$ cat src/rtl/mc_ctrl.sv
// -----------------------------------------------------------------------------
// mc_ctrl -- multi-cycle RV32I control FSM
//
// Sequences each instruction through FETCH -> DECODE -> EXEC -> (MEM) -> (WB)
// and drives the datapath strobes. The opcode class and immediate format are
// captured in DECODE and held until the next DECODE; strobes are decoded from
// the current state and that registered class.
//
// Optional feature: define MC_CTRL_PERF_EN to add a 32-bit retired counter
// that counts cycles with PCWrite = 1 (wraps, resets to 0).
//
// Ports:
//   clk         system clock, rising edge
//   rst         asynchronous, active-high reset
//   imem_ready  instruction word valid (honoured only in FETCH)
//   instr       fetched instruction, held stable by the IR through DECODE
//   br_taken    branch-compare result (honoured only for a branch in EXEC)
//   dmem_ready  data access complete (honoured only in MEM)
//   imem_req    fetch request
//   IRWrite     latch instruction register
//   PCWrite     update PC
//   NPCOp       next-PC select: 0 PC+4, 1 branch, 2 JAL, 3 JALR
//   EXTOp       immediate format: 0 I, 1 S, 2 B, 3 J, 4 U
//   dmem_req    data access request
//   MemWrite    store strobe
//   RegWrite    register-file write strobe
//   WDSel       writeback source: 0 ALU, 1 memory, 2 PC+4
//   state       current FSM state
//   illegal     unsupported opcode seen (sticky until reset)
//   retired     (MC_CTRL_PERF_EN only) count of PCWrite cycles
// -----------------------------------------------------------------------------
module mc_ctrl (
    input  logic        clk,
    input  logic        rst,
    input  logic        imem_ready,
    input  logic [31:0] instr,
    input  logic        br_taken,
    input  logic        dmem_ready,
    output logic        imem_req,
    output logic        IRWrite,
    output logic        PCWrite,
    output logic [1:0]  NPCOp,
    output logic [5:0]  EXTOp,
    output logic        dmem_req,
    output logic        MemWrite,
    output logic        RegWrite,
    output logic [1:0]  WDSel,
    output logic [2:0]  state,
    output logic        illegal
`ifdef MC_CTRL_PERF_EN
    ,
    output logic [31:0] retired
`endif
);

    typedef enum logic [2:0] {
        S_FETCH   = 3'd0,
        S_DECODE  = 3'd1,
        S_EXEC    = 3'd2,
        S_MEM     = 3'd3,
        S_WB      = 3'd4,
        S_ILLEGAL = 3'd5
    } state_t;

    // Opcode classes that behave differently after DECODE. OP, OP-IMM, LUI
    // and AUIPC all share the plain ALU path.
    typedef enum logic [2:0] {
        C_ALU    = 3'd0,
        C_LOAD   = 3'd1,
        C_STORE  = 3'd2,
        C_BRANCH = 3'd3,
        C_JAL    = 3'd4,
        C_JALR   = 3'd5
    } cls_t;

    localparam logic [6:0] OPC_LOAD   = 7'b0000011;
    localparam logic [6:0] OPC_OPIMM  = 7'b0010011;
    localparam logic [6:0] OPC_AUIPC  = 7'b0010111;
    localparam logic [6:0] OPC_STORE  = 7'b0100011;
    localparam logic [6:0] OPC_OP     = 7'b0110011;
    localparam logic [6:0] OPC_LUI    = 7'b0110111;
    localparam logic [6:0] OPC_BRANCH = 7'b1100011;
    localparam logic [6:0] OPC_JALR   = 7'b1100111;
    localparam logic [6:0] OPC_JAL    = 7'b1101111;

    state_t     state_q, state_d;
    cls_t       cls_q, dec_cls;
    logic [5:0] ext_op_q, dec_ext;
    logic       dec_legal;

    // Only the opcode steers control; the remaining fields belong to the
    // datapath (funct3 is handled by the ALU/LSU, not here).
    logic unused_instr;
    assign unused_instr = ^instr[31:7];

    // ---------------------------------------------------------------- decode
    always_comb begin
        // NOTE: every always_comb output gets a default first so no path can
        // leave it unassigned and infer a latch.
        dec_cls   = C_ALU;
        dec_ext   = ext_op_q;   // R-type has no immediate: keep last format
        dec_legal = 1'b1;
        case (instr[6:0])
            OPC_LOAD:            begin dec_cls = C_LOAD;   dec_ext = 6'd0; end
            OPC_OPIMM:           begin dec_cls = C_ALU;    dec_ext = 6'd0; end
            OPC_JALR:            begin dec_cls = C_JALR;   dec_ext = 6'd0; end
            OPC_STORE:           begin dec_cls = C_STORE;  dec_ext = 6'd1; end
            OPC_BRANCH:          begin dec_cls = C_BRANCH; dec_ext = 6'd2; end
            OPC_JAL:             begin dec_cls = C_JAL;    dec_ext = 6'd3; end
            OPC_LUI, OPC_AUIPC:  begin dec_cls = C_ALU;    dec_ext = 6'd4; end
            OPC_OP:              dec_cls = C_ALU;
            default:             dec_legal = 1'b0;
        endcase
    end

    // ------------------------------------------------------------- registers
    always_ff @(posedge clk or posedge rst) begin
        // NOTE: sequential state uses non-blocking assignments so every
        // register samples pre-edge values regardless of statement order.
        if (rst) begin
            state_q  <= S_FETCH;
            cls_q    <= C_ALU;
            ext_op_q <= 6'd0;
        end else begin
            state_q <= state_d;
            if (state_q == S_DECODE) begin
                cls_q    <= dec_cls;
                ext_op_q <= dec_ext;
            end
        end
    end

    // ------------------------------------------------ next state and strobes
    always_comb begin
        state_d  = state_q;
        imem_req = 1'b0;
        IRWrite  = 1'b0;
        PCWrite  = 1'b0;
        NPCOp    = 2'd0;
        dmem_req = 1'b0;
        MemWrite = 1'b0;
        RegWrite = 1'b0;
        WDSel    = 2'd0;

        case (state_q)
            S_FETCH: begin
                imem_req = 1'b1;
                // Reset holds the FSM in FETCH; the fetch handshake must not
                // latch an instruction while that is happening.
                IRWrite  = imem_ready & ~rst;
                if (imem_ready) state_d = S_DECODE;
            end
            S_DECODE: begin
                state_d = dec_legal ? S_EXEC : S_ILLEGAL;
            end
            S_EXEC: begin
                case (cls_q)
                    C_BRANCH: begin
                        PCWrite = 1'b1;
                        NPCOp   = br_taken ? 2'd1 : 2'd0;
                        state_d = S_FETCH;
                    end
                    C_LOAD, C_STORE: state_d = S_MEM;
                    default:         state_d = S_WB;
                endcase
            end
            S_MEM: begin
                dmem_req = 1'b1;
                MemWrite = (cls_q == C_STORE);
                if (dmem_ready) begin
                    if (cls_q == C_STORE) begin
                        PCWrite = 1'b1;
                        state_d = S_FETCH;
                    end else begin
                        state_d = S_WB;
                    end
                end
            end
            S_WB: begin
                RegWrite = 1'b1;
                PCWrite  = 1'b1;
                case (cls_q)
                    C_LOAD:  WDSel = 2'd1;
                    C_JAL:   begin WDSel = 2'd2; NPCOp = 2'd2; end
                    C_JALR:  begin WDSel = 2'd2; NPCOp = 2'd3; end
                    default: ;
                endcase
                state_d = S_FETCH;
            end
            S_ILLEGAL: state_d = S_ILLEGAL;
            default:   state_d = S_FETCH;
        endcase
    end

    assign state   = state_q;
    assign EXTOp   = ext_op_q;
    assign illegal = (state_q == S_ILLEGAL);

`ifdef MC_CTRL_PERF_EN
    logic [31:0] retired_q;

    always_ff @(posedge clk or posedge rst) begin
        if (rst)          retired_q <= 32'd0;
        else if (PCWrite) retired_q <= retired_q + 32'd1;  // wraps naturally
    end

    assign retired = retired_q;
`endif

endmodule

$ cat config.mk
export PLATFORM = sky130hd
export DESIGN_NAME = mc_ctrl
export DESIGN_NICKNAME = d
export VERILOG_FILES = /design/src/rtl/mc_ctrl.sv
export SDC_FILE = /design/constraint.sdc
export NUM_CORES = 1
export LEC_CHECK = 0
export BUFFER_PORTS_ARGS = -buffer_cell sky130_fd_sc_hd__buf_2
export CORE_ASPECT_RATIO = 1.5
export CORE_MARGIN = 2
export CORE_UTILIZATION = 35
export CTS_CLUSTER_SIZE = 8
export DETAILED_ROUTE_END_ITERATION = 10
export PLACE_DENSITY = 0.7
export SLEW_MARGIN = 20
export SYNTH_ARGS = -nofsm -noshare
export SYNTH_HDL_FRONTEND = slang
export SYNTH_SLANG_ARGS = --single-unit
$ cat constraint.sdc
create_clock -name clk -period 2.9 [get_ports clk]
set_input_delay 0.29 -clock clk [delete_from_list [all_inputs] [get_ports clk]]
set_output_delay 0.29 -clock clk [all_outputs]
set_load 0.05 [all_outputs]
==> results of run 1 <==
==> cell families after synthesis <==
logic type / count (synthesis)
AOI/OAI and AO/OA: 21
xor gates and xnor gates: 2
buffers and inverters: 17
DFF: 9
muxes: 2
other: 1
and+or+nand+nor: 46
==> sequential cells by signal, indices dropped and copies added (netlist names) <==
| signal | flops |
|---|---|
| state | 3 |
| cls_q | 3 |
| EXTOp | 3 |
==> power by group through the flow <==
stage	Sequential [mW]	Clock [mW]	Combinational [mW]
global route	0.217	0.100	0.460
global placement	0.211	0	0.430
floorplan	0.257	0	0.314
finish	0.210	0.0925	0.432
detailed placement	0.212	0	0.434
CTS	0.210	0.0949	0.435
==> metrics by stage <==
| step | instance area (µm²) | hold WS [ns] | std cells |
|---|---|---|---|
| 6_report | 962 | -0.0115 | 145 |
| 5_1_grt | 962 | 0.0276 | 145 |
| 4_1_cts | 962 | 0.00449 | 145 |
| 3_5_place_dp | 936 | 0.272 | 141 |
| 3_3_place_gp | 936 | 0.264 | 141 |
| 2_1_floorplan | 826 | 0.123 | 100 |
==> final cells by class <==
class / count / area [µm²] / share of cell area
Multi-Input combinational cell: 74 / 515 / 0.536
Inverter: 7 / 26.3 / 0.0273
Clock buffer: 4 / 26.3 / 0.0273
Tap cell: 23 / 28.8 / 0.0299
Timing Repair Buffer: 28 / 140 / 0.146
Sequential cell: 9 / 225 / 0.234
==> final timing paths <==
path                                  to  slack [ns]  cells past startpoint  startpoint
worst min register to register  EXTOp[0]        0.49                      1    EXTOp[0]
worst max register to register  EXTOp[1]        1.15                      4    state[0]
worst min-delay path            EXTOp[2]       -0.01                      2         rst
worst max-delay path             PCWrite        0.84                      5    state[1]
min in group clk                cls_q[0]        0.27                      2    instr[4]
max in group asynchronous       cls_q[0]        2.65                      2         rst
==> worst register-to-register path, cell delays in order, from the launching register on <==
cell and delay (ns):
dfrtp_1 0.55, nor3b_4 0.35, nand3_2 0.18, a31oi_4 0.21, mux2_1 0.34
==> placed cells by master, fill, tap and decap left out, types with 2 or more instances in the layout <==
master and instances:
buf_2 28, dfrtp_1 9, nor2_1 9, nand2_1 7
inv_1 6, nor2b_1 4, nor3_1 4, o21ai_0 4
a21oi_1 4, and3_1 4, nand3_1 3, conb_1 3
clkbuf_4 3, o21ai_1 2, nand4b_1 2, nor3b_2 2
mux2_1 2
==> layer usage <==
layer  share of wire  GRT usage  wire, µm
met1            0.43      0.152       748
met2            0.51      0.222       880
met3           0.057     0.0145        99
met5               0          0         0
met4          0.0052     0.0644         9
==> out/qor.csv, run 1 <==
stage;metric;value;unit
sta;period utilization;0.709;
finish;# nets final;160;
worst_setup_path;nature of the critical path endpoint;output port;
placed_design;Port-buffer cells;28;
worst_setup_path;crit path DAT;1.77;ns
cts;clock buffer depth;2;
synthesis;Synth Area in Simple Gates;0.361;
die;Core Footprint;2210;µm²
cts;TritonCTS clock tree;built;
power;switching part of the total power;0.539;
cts;clock sinks;9;
sta;setup_tns;0;ns
synthesis;Synth cell types;44;
cts;worst skew pair latency;0.25;ns
placed_design;Post-DP HPWL;1380;µm
synthesis;Post-synth top cells;9 x dfrtp_1, 9 x nor2_1, 7 x nand2_1, 6 x inv_1, 5 x buf_4;
synthesis;synthesized area;798;µm²
drt;routed vias/inst;5.41;
power;Int Pwr;339;µW
die;Die Span X;43.0;µm
sta;Final min period;2.06;ns
worst_setup_path;Critical Path Source Type;flip-flop;
global_routing;first-pass GRT wire length;2800;µm
drt;# DRC;0;
worst_setup_path;dominant delay contributor by cell family on the critical path;flip-flops;
die;Starting Density;0.362;
cts;CTS Root Cell;clkbuf_4;
synthesis;cell taking the most area after synthesis;dfrtp_1;
finish;# diodes;0;
placed_design;dpl ws;1.11;ns
die;die area;2690;µm²
synthesis;ranking of synthesized cells by area;dfrtp_1 28%, buf_4 4.7%, nor2_1 4.2%;
sta;Fin. Hold Viols;9;
drt;Antenna Violating Nets Remaining;0;
placed_design;Placer Congestion;0.834;
synthesis;top cell type's share of synthesized area;0.282;
synthesis;Synth Area in XOR/XNOR;0.0219;
drt;routed wire length;1740;µm
finish;post-layout util;0.436;
power;Reg power frac;0.286;
cts;postcts setup bufs;0;
cts;post-cts sizing count;0;
synthesis;number of synthesized flops with an enable pin;0;
power;Power Total;734;µW
sta;final hold slack;-0.0115;ns
global_routing;antenna violations before repair;0;
global_routing;largest net degree at the start of global routing;14;
sta;RSZ-0062 raised after global routing;false;
worst_setup_path;worst-path maximum fanout;13;
die;die span in y;62.5;µm
sta;final worst-path setup slack;0.844;ns
synthesis;ys async rst share;1.00;
worst_setup_path;CP bufs+invs;1;
power;Lkg Pwr;0.462;nW
sta;worst clock skew;0.00341;ns
synthesis;Top FF cell, synth;dfrtp_1;
job;max-cap viol count;0;
power;Clock Power Share;0.126;
synthesis;Synth Area per Inst;8.15;µm²
synthesis;number of synthesized register bits;9;
outcome;status;finished, violations left;
synthesis;Syn Inst Count;98;
finish;fillcell total;234;
worst_setup_path;Critical Setup Path Class;reg -> out;
cts;number of CTS-inserted buffers;3;
finish;Area growth syn-to-layout;20.5;%
synthesis;mux cell area share after synthesis;0.0282;
power;PwrDens;763;nW/µm²
cts;H-tree Lvls;1;
worst_setup_path;CP peak stage delay;0.61;ns
synthesis;Synth Area in Adders;0;
outcome;failing checks;negative hold slack;
global_routing;gr usage total;0.129;
die;top-level I/O count;57;
worst_setup_path;Critical Path RT;2.61;ns
global_routing;remaining global-route overflow;0;
worst_setup_path;CP cell instances;and4bb_2 > nor3b_2 > nand2_1 > o21ai_0 > buf_2;
synthesis;Compound-Gate Fraction of Synth Area;0.196;
sta;endpoints failing setup;0;
finish;share of cells above drive strength 1;0.344;
drt;drt wl/cell;12.0;µm
drt;DR iter-0 viols;10;
worst_setup_path;critical path's slowest cell;dfrtp_1;
sta;f_max;486;MHz
synthesis;Ys Warns;0;
power;Worst IR Drop VDD;0.285;mV
die;Rows;21;
power;Comb pwr share;0.588;
power;Net Sw Power;396;µW
synthesis;post-synthesis sequential area ratio;0.282;
cts;cts hold-fix bufs;0;
drt;drt pass-1 iters;4;
synthesis;main combinational cell family by area after synthesis;simple AND/OR/NAND/NOR gates;
drt;via count;785;
sta;Final Max Tran Viols;0;
global_routing;vias in the first global route;692;
min_path;path type of the worst min-delay path;in -> async;
cts;Clk pin slew, worst setup/hold paths;0.06;ns
Power figures use the tool's default switching activity.
==> run 2: changes to the inputs <==
- clock period: 2.9 -> 2 ns (I/O delays scaled with it)
==> out/qor.csv, run 2 (same netlist as run 1, synthesis figures left out) <==
stage;metric;value;unit;change
outcome;status;completed;;was finished, violations left
drt;drt wl/cell;12.2;µm;was 12.0 µm
die;Core Footprint;2210;µm²;unchanged
sta;endpoints failing setup;0;;unchanged
worst_setup_path;worst-path maximum fanout;8;;was 13
die;Rows;21;;unchanged
sta;period utilization;0.935;;
power;PwrDens;1090;nW/µm²;was 763 nW/µm²
drt;Antenna Violating Nets Remaining;0;;unchanged
placed_design;Post-DP HPWL;1450;µm;was 1380 µm
cts;H-tree Lvls;1;;unchanged
finish;# diodes;0;;unchanged
finish;Final Non-Filler Cells;154;;was 145
placed_design;Placer Congestion;0.784;;was 0.834
finish;# nets final;169;;was 160
finish;post-layout util;0.485;;was 0.436
worst_setup_path;R2R depth;5;;was 4
cts;CTS Root Cell;clkbuf_4;;unchanged
worst_setup_path;Critical Path Source Type;flip-flop;;unchanged
die;die span in y;62.5;µm;unchanged
sta;RSZ-0062 raised after global routing;false;;unchanged
finish;most common cell after layout, fill and taps aside;buf_2;;unchanged
worst_setup_path;worst r2r dst;EXTOp[0];;was EXTOp[1]
sta;Final min period;1.87;ns;
finish;most frequent cells in the layout;27 x buf_2, 9 x nor2_1, 8 x buf_4;;was 28 x buf_2, 9 x dfrtp_1, 9 x nor2_1
placed_design;Port-buffer cells;28;;unchanged
die;Starting Density;0.362;;unchanged
sta;f_max;535;MHz;
cts;worst skew pair latency;0.26;ns;was 0.25 ns
cts;clock buffer depth;2;;unchanged
drt;routed vias/inst;5.48;;was 5.41
drt;via count;844;;was 785
finish;share of cells above drive strength 1;0.443;;was 0.344
worst_setup_path;nature of the critical path endpoint;output port;;unchanged
sta;Fin. Hold Viols;0;;was 9
finish;Area growth syn-to-layout;34.2;%;was 20.5%
global_routing;remaining global-route overflow;0;;unchanged
die;top-level I/O count;57;;unchanged
drt;drt pass-1 iters;4;;unchanged
min_path;path type of the worst min-delay path;in -> reg;;was in -> async
power;Lkg Pwr;0.504;nW;was 0.462 nW
global_routing;gr usage total;0.143;;was 0.129
placed_design;dpl ws;0.295;ns;was 1.11 ns
worst_setup_path;RR Startpoint;state[1];;was state[0]
worst_setup_path;reg2reg setup slack;0.22;ns;was 1.15 ns
drt;DR iter-0 viols;9;;was 10
sta;final hold slack;0.151;ns;was -0.0115 ns
cts;Clk pin slew, worst setup/hold paths;0.07;ns;was 0.06 ns
worst_setup_path;crit path DAT;1.67;ns;was 1.77 ns
worst_setup_path;Critical Setup Path Class;reg -> out;;unchanged
cts;clock sinks;9;;unchanged
drt;# DRC;0;;unchanged
die;Die Span X;43.0;µm;unchanged
cts;number of CTS-inserted buffers;3;;unchanged
drt;routed wire length;1890;µm;was 1740 µm
placed_design;Placed Cells;142;;was 141
global_routing;first-pass GRT wire length;3120;µm;was 2800 µm
cts;TritonCTS clock tree;built;;unchanged
sta;Final Max Tran Viols;0;;unchanged
min_path;worst hold stages;2;;
min_path;hold path start;instr[4];;
job;max-cap viol count;0;;unchanged
sta;worst clock skew;0.00979;ns;was 0.00341 ns
die;die area;2690;µm²;unchanged
global_routing;antenna violations before repair;0;;unchanged
global_routing;largest net degree at the start of global routing;14;;unchanged
worst_setup_path;crit path to;PCWrite;;unchanged
sta;final worst-path setup slack;0.130;ns;was 0.844 ns
worst_setup_path;start point of the critical path;cls_q[2];;was state[1]
worst_setup_path;Critical Path RT;1.80;ns;was 2.61 ns
global_routing;vias in the first global route;757;;was 692
power;Worst IR Drop VDD;0.680;mV;was 0.285 mV
run 2: final cells by class:
class,instances,area (µm²)
fillers,250,1140
multi-input cells,74,547
flip-flops and latches,9,230
repair buffers,37,213
well taps,23,28.8
clock buffers,4,26.3
inverters,7,26.3
run 2: worst max-delay path: stages (launching register included):
cell and delay (ns):
dfrtp_2 0.47, and4bb_2 0.34, nor3b_4 0.18, nand2_1 0.11, o21ai_4 0.06, clkbuf_4 0.24
run 2: worst min-delay path by stage:
stage | to
detailed placement | EXTOp[0]
global route | cls_q[0]
floorplan | EXTOp[0]
CTS | cls_q[0]
finish | cls_q[0]
global placement | EXTOp[1]
run 2: power by group:
group / internal (mW) / total, mW / switching, mW
Clock: 0.0769 / 0.142 / 0.0656
Combinational: 0.253 / 0.719 / 0.466
Sequential: 0.224 / 0.309 / 0.0852
run 2: what timing repair did:
item | 4_1_cts | 5_1_grt
gates resized for setup | 0 | 2
setup buffers | 0 | 7
setup endpoints to repair | 0 | 1
hold buffers | 1 | 0
endpoints found under the hold margin | 9 | 0
run 2: layer usage:
metal / vias to the layer above / track usage / part of all wire
met5: - / 0 / 0
met4: 0 / 0.0682 / 0.020
met3: 4 / 0.0173 / 0.074
met2: 36 / 0.241 / 0.51
li1: 413 / - / -
met1: 391 / 0.177 / 0.39
run 2: metrics by stage:
step | TNS (ns) | cell area, µm² | power [mW]
after floorplan | -0.540 | 873 | 0.889
after global placement | 0 | 978 | 0.975
after detailed placement | 0 | 978 | 0.980
after CTS | 0 | 1010 | 1.13
after global routing | 0 | 1070 | 1.24
final | 0 | 1070 | 1.17
==> run 3: changes to the inputs <==
- CORE_UTILIZATION: 35 -> 36
- PLACE_DENSITY: 0.7 -> 0.75
- clock period: 2 -> 1.6 ns (I/O delays scaled with it)
==> out/qor.csv, run 3 (same netlist as run 1, synthesis figures left out) <==
stage;metric;value;unit;change
cts;number of CTS-inserted buffers;3;;unchanged
worst_setup_path;R2R depth;4;;was 5
finish;# diodes;0;;unchanged
min_path;path type of the worst min-delay path;in -> reg;;unchanged
placed_design;placed cell area;1060;µm²;was 978 µm²
min_path;worst hold stages;2;;unchanged
power;Clock Power Share;0.106;;was 0.122
worst_setup_path;dominant delay contributor by cell family on the critical path;simple AND/OR/NAND/NOR gates;;unchanged
outcome;failing checks;negative setup slack;;
cts;clock sinks;9;;unchanged
die;die area;2620;µm²;was 2690 µm²
placed_design;Port-buffer cells;28;;unchanged
min_path;hold path start;instr[4];;unchanged
sta;Final Max Tran Viols;0;;unchanged
worst_setup_path;RR Startpoint;state[1];;unchanged
sta;f_max;578;MHz;
die;Die Span X;42.5;µm;was 43.0 µm
worst_setup_path;worst-path maximum fanout;3;;was 8
sta;Fin. Hold Viols;0;;unchanged
drt;via count;878;;was 844
die;die span in y;61.7;µm;was 62.5 µm
global_routing;remaining global-route overflow;0;;unchanged
finish;Final Instance Area;1290;µm²;was 1070 µm²
worst_setup_path;Critical Setup Path Class;reg -> out;;unchanged
power;Comb pwr share;0.704;;was 0.614
drt;routed wire length;2330;µm;was 1890 µm
global_routing;first-pass GRT wire length;3400;µm;was 3120 µm
worst_setup_path;worst r2r dst;cls_q[1];;was EXTOp[0]
sta;setup_tns;-0.442;ns;was 0 ns
finish;most frequent cells in the layout;18 x buf_2, 14 x buf_4, 8 x nor2_1;;was 27 x buf_2, 9 x nor2_1, 8 x buf_4
sta;period utilization;1.08;;
sta;final worst-path setup slack;-0.130;ns;was 0.130 ns
global_routing;vias in the first global route;823;;was 757
power;switching part of the total power;0.487;;was 0.527
cts;Clk pin slew, worst setup/hold paths;0.06;ns;was 0.07 ns
worst_setup_path;CP cell instances;and4bb_2 > nor3b_4 > nand2_2 > o21ai_4 > buf_6;;was and4bb_2 > nor3b_4 > nand2_1 > o21ai_4 > clkbuf_4
cts;worst skew pair latency;0.28;ns;was 0.26 ns
worst_setup_path;critical path's slowest cell;dfrtp_2;;unchanged
worst_setup_path;Critical Path RT;1.44;ns;was 1.80 ns
global_routing;largest net degree at the start of global routing;11;;was 14
power;Power Total;1.79;mW;was 1.17 mW
sta;worst clock skew;0.00278;ns;was 0.00979 ns
global_routing;gr usage total;0.177;;was 0.143
finish;fillcell total;191;;was 250
global_routing;antenna violations before repair;0;;unchanged
die;top-level I/O count;57;;unchanged
drt;routed vias/inst;5.42;;was 5.48
power;Lkg Pwr;0.575;nW;was 0.504 nW
drt;Antenna Violating Nets Remaining;0;;unchanged
cts;clock buffer depth;2;;unchanged
worst_setup_path;CP bufs+invs;1;;unchanged
worst_setup_path;crit path DAT;1.57;ns;was 1.67 ns
sta;endpoints failing setup;8;;was 0
drt;drt pass-1 iters;4;;unchanged
worst_setup_path;reg2reg setup slack;-0.04;ns;was 0.22 ns
placed_design;Post-DP HPWL;1620;µm;was 1450 µm
cts;CTS Root Cell;clkbuf_4;;unchanged
finish;most common cell after layout, fill and taps aside;buf_2;;unchanged
finish;# nets final;178;;was 169
finish;post-layout util;0.627;;was 0.485
outcome;status;finished, violations left;;was completed
power;Net Sw Power;869;µW;was 617 µW
die;Rows;20;;was 21
die;Starting Density;0.389;;was 0.362
power;Reg power frac;0.189;;was 0.264
placed_design;dpl ws;0.0363;ns;was 0.295 ns
worst_setup_path;CP Depth;5;;unchanged
finish;share of cells above drive strength 1;0.529;;was 0.443
finish;register area;229;µm²;was 230 µm²
drt;drt wl/cell;14.4;µm;was 12.2 µm
job;max-cap viol count;0;;unchanged
cts;TritonCTS clock tree;built;;unchanged
placed_design;Placer Congestion;0.802;;was 0.784
min_path;Hold Crit Endpoint;cls_q[0];;unchanged
cts;H-tree Lvls;1;;unchanged
power;Int Pwr;916;µW;was 553 µW
power;PwrDens;1390;nW/µm²;was 1090 nW/µm²
finish;area of the multi-input gates;598;µm²;was 547 µm²
drt;# DRC;0;;unchanged
worst_setup_path;Critical Path Source Type;flip-flop;;unchanged
power;Worst IR Drop VDD;0.563;mV;was 0.680 mV
sta;Final min period;1.73;ns;
finish;Area growth syn-to-layout;61.1;%;was 34.2%
worst_setup_path;CP peak stage delay;0.42;ns;was 0.47 ns
worst_setup_path;nature of the critical path endpoint;output port;;unchanged
drt;DR iter-0 viols;7;;was 9
die;Core Footprint;2050;µm²;was 2210 µm²
sta;RSZ-0062 raised after global routing;true;;was false
==> run 3: cell types whose count changed in the layout (fill, tap and decap cells not counted), sizes merged <==
cell / change
clkbuf: -1
buf: +10
==> run 3: layout make-up <==
cell class / instances / area share
inverter: 7 / 0.0204
tap: 22 / 0.0214
timing repair buffer: 46 / 0.295
sequential: 9 / 0.178
clock buffer: 4 / 0.0204
multi-input combinational: 74 / 0.465
==> run 3: metrics by stage <==
| step | cells | hold slack [ns] |
|---|---|---|
| 2_1_floorplan | 100 | -0.00705 |
| 3_3_place_gp | 150 | 0.212 |
| 3_5_place_dp | 150 | 0.212 |
| 4_1_cts | 159 | 0.101 |
| 5_1_grt | 162 | 0.153 |
| 6_report | 162 | 0.110 |
==> run 3: layer usage <==
metal	part of all wire	global-route usage	wire, µm	vias up
met2	0.57	0.336	1330	26
met4	0.036	0.129	85	0
met3	0.043	0.0293	101	7
li1	-	-	-	429
met1	0.35	0.171	810	416
met5	0	0	0	-
==> run 3: power groups by stage <==
stage               logic [mW]  clock network, mW  registers (mW)
detailed placement        1.05                  0           0.342
global placement          1.03                  0           0.344
floorplan                0.640                  0           0.475
finish                    1.26              0.190           0.338
CTS                       1.15              0.188           0.337
global route              1.34              0.201           0.347
==> run 3: worst register-to-register path: stages (launching register included) <==
cell	delay, ns
dfrtp_2	0.46
buf_4	0.17
or3_4	0.37
or4_1	0.48
o21ai_1	0.09
==> run 3: worst max-delay path by stage <==
stage,start,end,slack [ns]
5_1_grt,state[2],PCWrite,-0.17
3_5_place_dp,state[2],EXTOp[1],0.04
3_3_place_gp,state[2],EXTOp[0],0.07
4_1_cts,state[2],PCWrite,-0.11
2_1_floorplan,state[2],WDSel[0],-0.61
6_report,state[2],PCWrite,-0.13
==> run 3: repair_timing <==
action | 4_1_cts | 5_1_grt
hold endpoints to repair | 9 | 0
buffers inserted | 4 | 3
hold buffers | 1 | 0
pin swaps | 5 | 3
resized for setup | 14 | 26
setup endpoints to repair | 8 | 15
